File: config.mk
export PLATFORM = sky130hd
export DESIGN_NAME = ram2_arbiter
export DESIGN_NICKNAME = d
export VERILOG_FILES = /design/src/rtl/ram2_arbiter.sv
export SDC_FILE = /design/constraint.sdc
export NUM_CORES = 1
export LEC_CHECK = 0
export CAP_MARGIN = 20
export CELL_PAD_IN_SITES_DETAIL_PLACEMENT = 0
export CELL_PAD_IN_SITES_GLOBAL_PLACEMENT = 2
export CORE_ASPECT_RATIO = 1.25
export CORE_MARGIN = 4
export CORE_UTILIZATION = 21
export DETAILED_ROUTE_END_ITERATION = 8
export HOLD_SLACK_MARGIN = 0.05
export PLACE_DENSITY_LB_ADDON = 0.2
export SLEW_MARGIN = 20
export SYNTH_ARGS = -nofsm -noshare
export SYNTH_HDL_FRONTEND = slang
export SYNTH_SLANG_ARGS = --single-unit
File: constraint.sdc
create_clock -name rai_clk -period 1.6 [get_ports rai_clk]
set_input_delay 0.48 -clock rai_clk [delete_from_list [all_inputs] [get_ports rai_clk]]
set_output_delay 0.48 -clock rai_clk [all_outputs]
set_load 0.05 [all_outputs]
File: src/rtl/ram2_arbiter.sv
// -----------------------------------------------------------------------------
// ram2_arbiter
//
// Shares the RAM2 SRAM between the instruction-fetch requester (PC stage) and
// the data requester (MEM stage). One access runs at a time. The block drives
// the SRAM strobes with programmable read-wait and write-pulse timing, returns
// read data or write completion through a level-request / one-cycle-ack
// handshake, and raises a pause request while either requester is waiting.
//
// Build option:
//   RAM2_ARB_FAIR_EN  - when defined, a contended grant in IDLE goes to fetch
//                       if the previous grant went to MEM. When undefined,
//                       MEM always wins contention.
//
// Parameters:
//   WAIT_CYCLES  extra cycles OE is held low before read data is sampled (>=0)
//   WE_PULSE     cycles WE is held low per write (>=1)
//
// Ports:
//   rai_clk, rai_rst          memory clock, synchronous active-high reset
//   rai_if_*  / rao_if_*      fetch read request, address, data, ack
//   rai_mem_* / rao_mem_*     data request (read/write), address, data, ack
//   rao_pause_request         stall request to the scheduler
//   rao_ram2_en/oe/we         SRAM strobes, active low
//   rao_ram2_addr/wdata       registered SRAM address and write data
//   rao_ram2_drive            1 = top-level tristate drives rao_ram2_wdata
//   rai_ram2_rdata            SRAM data bus as read back
//   rao_dbg_state             current FSM state, for observation only
//
// Handshake: a requester raises req (level) with address/data stable and holds
// it until it sees ack high for one cycle. Dropping req mid-access does not
// abort it; holding req past ack requests a new access, evaluated in the
// following IDLE cycle.
// -----------------------------------------------------------------------------
module ram2_arbiter #(
    parameter int WAIT_CYCLES = 1,
    parameter int WE_PULSE    = 1
) (
    input  logic        rai_clk,
    input  logic        rai_rst,
    input  logic        rai_if_req,
    input  logic [15:0] rai_if_addr,
    output logic [15:0] rao_if_data,
    output logic        rao_if_ack,
    input  logic        rai_mem_req,
    input  logic        rai_mem_we,
    input  logic [15:0] rai_mem_addr,
    input  logic [15:0] rai_mem_wdata,
    output logic [15:0] rao_mem_rdata,
    output logic        rao_mem_ack,
    output logic        rao_pause_request,
    output logic        rao_ram2_en,
    output logic        rao_ram2_oe,
    output logic        rao_ram2_we,
    output logic [15:0] rao_ram2_addr,
    output logic [15:0] rao_ram2_wdata,
    output logic        rao_ram2_drive,
    input  logic [15:0] rai_ram2_rdata,
    output logic [2:0]  rao_dbg_state
);

    typedef enum logic [2:0] {
        S_IDLE    = 3'd0,
        S_READ    = 3'd1,
        S_RESP    = 3'd2,
        S_W_SETUP = 3'd3,
        S_W_PULSE = 3'd4,
        S_W_HOLD  = 3'd5
    } state_t;

    // One down-counter serves both the read wait and the write pulse.
    localparam int CNT_MAX = (WAIT_CYCLES > (WE_PULSE - 1)) ? WAIT_CYCLES : (WE_PULSE - 1);
    localparam int CNT_W   = (CNT_MAX < 1) ? 1 : $clog2(CNT_MAX + 1);
    localparam logic [CNT_W-1:0] READ_LOAD  = CNT_W'(WAIT_CYCLES);
    localparam logic [CNT_W-1:0] PULSE_LOAD = CNT_W'(WE_PULSE - 1);

    state_t             r_state;
    state_t             w_next_state;
    logic [CNT_W-1:0]   r_cnt;
    logic [15:0]        r_addr;
    logic [15:0]        r_wdata;
    logic [15:0]        r_if_data;
    logic [15:0]        r_mem_rdata;
    logic               r_owner_mem;   // 0 = IF owns the access, 1 = MEM
    logic               w_sel_mem;
    logic               w_grant;
    logic               w_grant_mem;
    logic               w_cnt_done;

`ifdef RAM2_ARB_FAIR_EN
    logic               r_last_mem;    // previous grant went to MEM

    // Contention goes to fetch only when MEM had the previous grant.
    assign w_sel_mem = rai_mem_req & ~(rai_if_req & r_last_mem);
`else
    assign w_sel_mem = rai_mem_req;
`endif

    assign w_cnt_done = (r_cnt == '0);

    // Next-state and strobe decode.
    always_comb begin
        w_next_state   = r_state;
        w_grant        = 1'b0;
        w_grant_mem    = 1'b0;
        rao_ram2_en    = 1'b1;
        rao_ram2_oe    = 1'b1;
        rao_ram2_we    = 1'b1;
        rao_ram2_drive = 1'b0;
        rao_if_ack     = 1'b0;
        rao_mem_ack    = 1'b0;
        case (r_state)
            S_IDLE: begin
                if (rai_mem_req | rai_if_req) begin
                    w_grant      = 1'b1;
                    w_grant_mem  = w_sel_mem;
                    w_next_state = (w_sel_mem & rai_mem_we) ? S_W_SETUP : S_READ;
                end
            end
            S_READ: begin
                rao_ram2_en = 1'b0;
                rao_ram2_oe = 1'b0;
                if (w_cnt_done) begin
                    w_next_state = S_RESP;
                end
            end
            S_RESP: begin
                rao_ram2_en  = 1'b0;
                rao_if_ack   = ~r_owner_mem;
                rao_mem_ack  = r_owner_mem;
                w_next_state = S_IDLE;
            end
            S_W_SETUP: begin
                rao_ram2_en    = 1'b0;
                rao_ram2_drive = 1'b1;
                w_next_state   = S_W_PULSE;
            end
            S_W_PULSE: begin
                rao_ram2_en    = 1'b0;
                rao_ram2_we    = 1'b0;
                rao_ram2_drive = 1'b1;
                if (w_cnt_done) begin
                    w_next_state = S_W_HOLD;
                end
            end
            S_W_HOLD: begin
                rao_ram2_en    = 1'b0;
                rao_ram2_drive = 1'b1;
                rao_mem_ack    = 1'b1;
                w_next_state   = S_IDLE;
            end
            default: begin
                w_next_state = S_IDLE;
            end
        endcase
    end

    always_ff @(posedge rai_clk) begin
        if (rai_rst) begin
            r_state     <= S_IDLE;
            r_cnt       <= '0;
            r_addr      <= '0;
            r_wdata     <= '0;
            r_if_data   <= '0;
            r_mem_rdata <= '0;
            r_owner_mem <= 1'b0;
`ifdef RAM2_ARB_FAIR_EN
            r_last_mem  <= 1'b0;
`endif
        end else begin
            r_state <= w_next_state;
            if (w_grant) begin
                r_addr      <= w_grant_mem ? rai_mem_addr : rai_if_addr;
                r_owner_mem <= w_grant_mem;
                r_cnt       <= READ_LOAD;
                if (w_grant_mem & rai_mem_we) begin
                    r_wdata <= rai_mem_wdata;
                end
`ifdef RAM2_ARB_FAIR_EN
                r_last_mem  <= w_grant_mem;
`endif
            end
            case (r_state)
                S_READ: begin
                    // Sample the bus at the end of the last OE-low cycle.
                    if (w_cnt_done) begin
                        if (r_owner_mem) begin
                            r_mem_rdata <= rai_ram2_rdata;
                        end else begin
                            r_if_data <= rai_ram2_rdata;
                        end
                    end else begin
                        r_cnt <= r_cnt - CNT_W'(1);
                    end
                end
                S_W_SETUP: begin
                    r_cnt <= PULSE_LOAD;
                end
                S_W_PULSE: begin
                    if (!w_cnt_done) begin
                        r_cnt <= r_cnt - CNT_W'(1);
                    end
                end
                default: begin
                end
            endcase
        end
    end

    assign rao_ram2_addr  = r_addr;
    assign rao_ram2_wdata = r_wdata;
    assign rao_if_data    = r_if_data;
    assign rao_mem_rdata  = r_mem_rdata;
    assign rao_dbg_state  = r_state;

    // A requester stops asking for a stall in its own ack cycle.
    assign rao_pause_request = ~rai_rst &
                               ((rai_mem_req & ~rao_mem_ack) | (rai_if_req & ~rao_if_ack));

endmodule

==> results.toml, run 1 <==
[outcome]
status = "finished with violations"
violations = "negative setup slack"

[final_layout]
layout.nets = 584
drive_gt1_share_pct = 38.1
seq_area_mm2 = 0.00139
fill_cells = 1379
mostFrequentLayoutCell = "buf_12"
num_antenna_cells = 0
syn2layout_area_growth_pct = 106
multi_input_area_mm2 = 0.00182
fin_util_pct = 44.6
final_cell_mix = "buf_12 (77), clkdlybuf4s50_1 (66), dfxtp_1 (66), nand2b_1 (65), mux2i_1 (32)"

[synthesis]
synth_cell_types = 34
synth_top_area_cell = "dfxtp_1"
synth_area_leaders = "dfxtp_1 (44%), nand2b_1 (14%), mux2i_1 (10%)"
synth_area_per_cell_um2 = 9.08
yosys_warnings = 0
syn-num-nets = 415
ys_seq_area_share_pct = 44.0
yosysTopAreaCellShare_pct = 44.0
netlist_instances = 346
ys_ff_latch = 69
syn_area_mm2 = 0.00314

[worst_setup_path]
critPathMaxStageDelay_ns = 0.34
required_ns = 1.12
reg2regPathDepth = 7
critPathArrivalTime_ns = 1.52
cp-start-kind = "flip-flop"
crit_path_cell_trace = "and2b_1, a22o_4, o32ai_4, buf_12"
r2r-end = "rao_ram2_addr[6]"
crit_fanout = 3
path_delay_family = "compound AO/OA/AOI/OAI gates"
cp_slowest_cell = "dfxtp_4"
r2r_start = "rao_dbg_state[1]"
endpoint_kind = "output pin"
cp.buffers_inverters = 1
critPathKind = "reg -> out"
regToRegSetupSlack_ns = -0.15

[timing]
maxSlewViolCount = 0
hold_violations = 0
setup_ws_ns = -0.397
slew_headroom_pct = 77.4
fin_skew_ns = 0.00302
period_share_pct = 125
timing.fmax_mhz = 501
worst_pin_slew_ns = 0.339
rsz0062_at_grt = "yes"
hold_slack_ns = 0.446
fin_crit_ns = 2.00
setup_violations = 47

[clocking]
cts.sinks = 69
ctsHoldBuffers = 0
cts_buffers = 9
cts-htree-levels = 3
cts.clk_slew.worst_paths_ns = 0.06
clk_path_buf_depth = 2
cts_tree = "done"
clock_latency_ns = 0.33
cts-root-buf = "clkbuf_16"

[die]
core_area_mm2 = 0.0145
rows = 49
die_width_um = 117
initial_core_util_pct = 21.6
dieArea_mm2 = 0.0170
chipHeight_um = 145
ios = 143

[global_route]
grt_pass1_vias = 3076
grt.overflow.total = 0
antenna_found_initial = 0
grt_start_max_net_pins = 39
grt_pass1_wl_mm = 16.9
grt.total_usage_pct = 12.5

[drt]
wl_met2_mm = 5.48
highest_layer = "met4"
drcViolationCount = 0
vias_per_cell = 4.33
dr.first_iter.drc_count = 76
dr_wl_met3_um = 735
avgRoutedWirePerCell_um = 15.4
via_count = 3020
met1_length_mm = 4.45
wirelength_mm = 10.8
first_pass_iters = 4
drtAntennaViolNets = 0

[min_path]
min-delay-start = "rai_rst"
hold_end = "r_owner_mem"
holdCritPathClass = "in -> reg"
hold_depth = 2

[power_and_ir_drop]
peakVddDrop_mv = 0.468
pwr_density_cell_mw_per_mm2 = 1050
power_mw = 6.83
power.leakage_nw = 2.49

[job]
cap_violations = 0

[place]
hpwl_mm = 7.66
place_congestion = 0.692
portBuffers = 142
timing repair:
| item | CTS | global route |
|---|---|---|
| pin swaps | 9 | 6 |
| gates resized for setup | 50 | 55 |
| gates cloned | 3 | 2 |
| endpoints found under the setup margin | 43 | 73 |
| buffers inserted | 9 | 5 |
power breakdown:
group,switching [mW],leakage (nW),total [mW],internal [mW]
clock network,0.766,0.158,2.17,1.40
logic,1.26,1.77,2.61,1.35
registers,0.169,0.566,2.05,1.88
sequential cells by signal, indices dropped and copies added, names as in the netlist:
signal          cells
r_cnt               1
r_owner_mem         1
rao_if_data        16
rao_ram2_addr      16
rao_dbg_state       3
rao_mem_rdata      16
rao_ram2_wdata     16
cells in the mapped netlist:
cell type,count
and3_1,1
or2_0,1
nor2_1,1
or4b_1,2
nand3b_1,1
buf_6,5
nor3_1,2
a22o_1,1
o21ai_1,17
o21ai_0,14
and2b_1,1
a21oi_1,20
nor2b_1,18
o32ai_1,1
a311oi_1,17
nor3_2,1
nor3b_1,1
inv_1,1
nand2b_1,68
dfxtp_1,69
and2_1,2
mux2_2,1
buf_2,9
nor4b_4,1
nor4_1,1
clkbuf_1,16
nand2_1,34
buf_4,2
mux2i_1,32
nand3_1,2
clkbuf_2,1
o21ai_2,1
a21o_1,1
or4_1,1
worst register-to-register path, cell delays in order (launching register included):
cell and delay (ns):
dfxtp_4 0.34, buf_4 0.14, buf_8 0.13, buf_6 0.12
or4b_4 0.55, clkbuf_16 0.20, nand2_2 0.07, a311oi_2 0.08
kinds of logic (layout without fill, tap and decap cells):
logic type      Yosys count  after routing  share of synthesized area [%]
compound gates           72             72                           13.9
flops                    69             69                           44.0
mux                      33             33                           10.6
simple gates            138            138                           25.6
buf+inv                  34            208                           5.90
per-layer routing:
| metal | GRT usage, % | vias up |
|---|---|---|
| met5 | 0 | - |
| met4 | 3.34 | 0 |
| met3 | 4.63 | 7 |
| met2 | 20.6 | 91 |
| met1 | 15.4 | 1402 |
| li1 | - | 1520 |
metrics by stage:
step                      cells  setup TNS [ns]  setup WS, ns  area (µm²)
after floorplan             346          -0.822        -0.536        3200
after global placement      665          -11.40        -0.439        5650
after detailed placement    665          -12.76        -0.485        5650
after CTS                   692           -2.61        -0.411        6200
after global routing        698           -9.01        -0.438        6480
final                       698           -4.91        -0.397        6480
worst max-delay path by stage:
stage                                 from           endpoint  cells after the start
after detailed placement       rai_mem_req   rao_ram2_addr[4]                      6
final                     rao_dbg_state[1]  rao_pause_request                      4
after CTS                 rao_dbg_state[1]  rao_pause_request                      4
after global routing      rao_dbg_state[1]  rao_pause_request                      4
after floorplan           rao_dbg_state[1]  rao_pause_request                      4
after global placement         rai_mem_req  rao_pause_request                      4
final cells by class:
| cell class | count | area share [%] |
|---|---|---|
| tap | 178 | 3.44 |
| multi-input combinational | 243 | 28.0 |
| timing repair buffer | 191 | 42.0 |
| clock inverter | 6 | 1.33 |
| sequential | 69 | 21.5 |
| inverter | 1 | 0.0579 |
| clock buffer | 10 | 3.69 |
Power figures use the tool's default switching activity.
==> inputs of run 2 (changes only) <==
Settings changed: SKIP_CTS_REPAIR_TIMING set to 1.
==> results.toml, run 2 (synthesis gave the netlist of run 1 again) <==
[outcome]
status = "finished with violations"
violations = "negative setup slack"

[worst_setup_path]
r2r-end = "rao_if_data[5]"
crit_end = "rao_pause_request"
cp-startpoint = "rao_dbg_state[1]"
cp-start-kind = "flip-flop"
endpoint_kind = "output pin"
reg2regPathDepth = 5
r2r_start = "rao_dbg_state[1]"
critPathArrivalTime_ns = 1.52
critPathKind = "reg -> out"
crit_fanout = 4
required_ns = 1.12
regToRegSetupSlack_ns = 0.06

[power_and_ir_drop]
intPower_mw = 4.46
pwr_density_cell_mw_per_mm2 = 1070
power_switching_mw = 2.09
peakVddDrop_mv = 0.400
switching_share_pct = 31.9
power_mw = 6.55
power.leakage_nw = 2.36
power_frac_seq_pct = 31.3
power_frac_comb_pct = 35.7
p_clk_share_pct = 33.0

[die]
dieArea_mm2 = 0.0170
die_width_um = 117
rows = 49
initial_core_util_pct = 21.6
core_area_mm2 = 0.0145
chipHeight_um = 145
ios = 143

[timing]
period_share_pct = 125
rsz0062_at_grt = "yes"
setup_violations = 7
setup_ws_ns = -0.405
worst_pin_slew_ns = 0.285
hold_violations = 0
slew_headroom_pct = 81.0
maxSlewViolCount = 0
timing.fmax_mhz = 499
fin_skew_ns = 0.00287
fin_crit_ns = 2.00

[global_route]
grt_pass1_vias = 3009
antenna_found_initial = 0
grt.total_usage_pct = 12.0
grt_pass1_wl_mm = 16.4
grt_start_max_net_pins = 39
grt.overflow.total = 0

[drt]
dr.first_iter.drc_count = 110
wirelength_mm = 10.3
drcViolationCount = 0
avgRoutedWirePerCell_um = 15.1
drtAntennaViolNets = 0
vias_per_cell = 4.33
first_pass_iters = 4
via_count = 2958

[final_layout]
num_antenna_cells = 0
mostFrequentLayoutCell = "buf_12"
drive_gt1_share_pct = 29.5
layout.nets = 569
final_cell_mix = "buf_12 (75), nand2b_1 (66), clkdlybuf4s50_1 (66), dfxtp_1 (66), nand2_1 (34)"
postLayoutCellArea_mm2 = 0.00612
stdcell_count = 683
syn2layout_area_growth_pct = 94.9

[place]
place_congestion = 0.692
hpwl_mm = 7.66
portBuffers = 142
dpl_cell_area_mm2 = 0.00565
dp.cells = 665

[clocking]
clock_latency_ns = 0.33
cts-htree-levels = 3
clk_path_buf_depth = 2
cts_tree = "done"
cts_buffers = 9
cts.sinks = 69
cts-root-buf = "clkbuf_16"
cts.clk_slew.worst_paths_ns = 0.06

[min_path]
holdCritPathClass = "in -> reg"

[job]
cap_violations = 0
run 2: cell count changes in the layout (fill, tap and decap cells not counted), moves of 3 or more:
cell / previous run / this run
buf_8: 6 / 3
nand2_2: 15 / 0
o21ai_0: 0 / 13
buf_6: 15 / 4
buf_4: 22 / 25
o21ai_2: 16 / 1
nand2_1: 17 / 34
run 2: worst min path at each step:
stage                      start           endpoint  slack [ns]  cells after the start
6_report                 rai_rst        r_owner_mem        0.44                      2
5_1_grt                  rai_rst        r_owner_mem        0.44                      2
4_1_cts                  rai_rst        r_owner_mem        0.43                      2
3_5_place_dp   rao_ram2_wdata[3]  rao_ram2_wdata[3]        0.50                      2
3_3_place_gp   rao_ram2_wdata[2]  rao_ram2_wdata[2]        0.50                      2
2_1_floorplan              r_cnt              r_cnt        0.54                      2
run 2: per-stage QoR:
stage / worst slack (ns) / util, % / setup TNS (ns) / hold slack [ns]
floorplan: -0.536 / - / -0.822 / 0.542
global placement: -0.439 / 38.9 / -11.40 / 0.496
detailed placement: -0.485 / 38.9 / -12.76 / 0.500
CTS: -0.483 / 41.1 / -4.38 / 0.428
global route: -0.454 / 42.1 / -1.96 / 0.441
finish: -0.405 / 42.1 / -1.54 / 0.438
run 2: critical path, cell delays in order (launching register included):
cell and delay, ns:
dfxtp_4 0.35, and2b_1 0.20, a22o_4 0.24, o32ai_4 0.24, buf_12 0.17
run 2: power groups by stage:
stage | Sequential (mW) | Clock [mW] | Combinational, mW
2_1_floorplan | 2.52 | 0 | 0.636
3_3_place_gp | 2.08 | 0 | 2.24
3_5_place_dp | 2.08 | 0 | 2.25
4_1_cts | 2.05 | 2.24 | 2.25
5_1_grt | 2.07 | 2.30 | 2.46
6_report | 2.05 | 2.16 | 2.34
run 2: routing by layer:
layer | vias to the layer above | GRT usage (%) | part of all wire, %
met1 | 1367 | 14.9 | 43
met4 | 0 | 3.34 | 1.2
li1 | 1492 | - | -
met3 | 8 | 4.63 | 7.0
met5 | - | 0 | 0
met2 | 91 | 19.6 | 49
run 2: layout make-up:
class / instances / area (µm²)
multi-input combinational: 243 / 1690
inverter: 1 / 3.75
fill: 1416 / 8410
tap: 178 / 223
clock inverter: 6 / 86.3
clock buffer: 10 / 239
timing repair buffer: 176 / 2480
sequential: 69 / 1390
==> inputs of run 3 (changes only) <==
Settings changed: CTS_CLUSTER_DIAMETER set to 80.
==> results of run 3 <==
The final DEF is identical to that of run 2; final timing and power are the same.
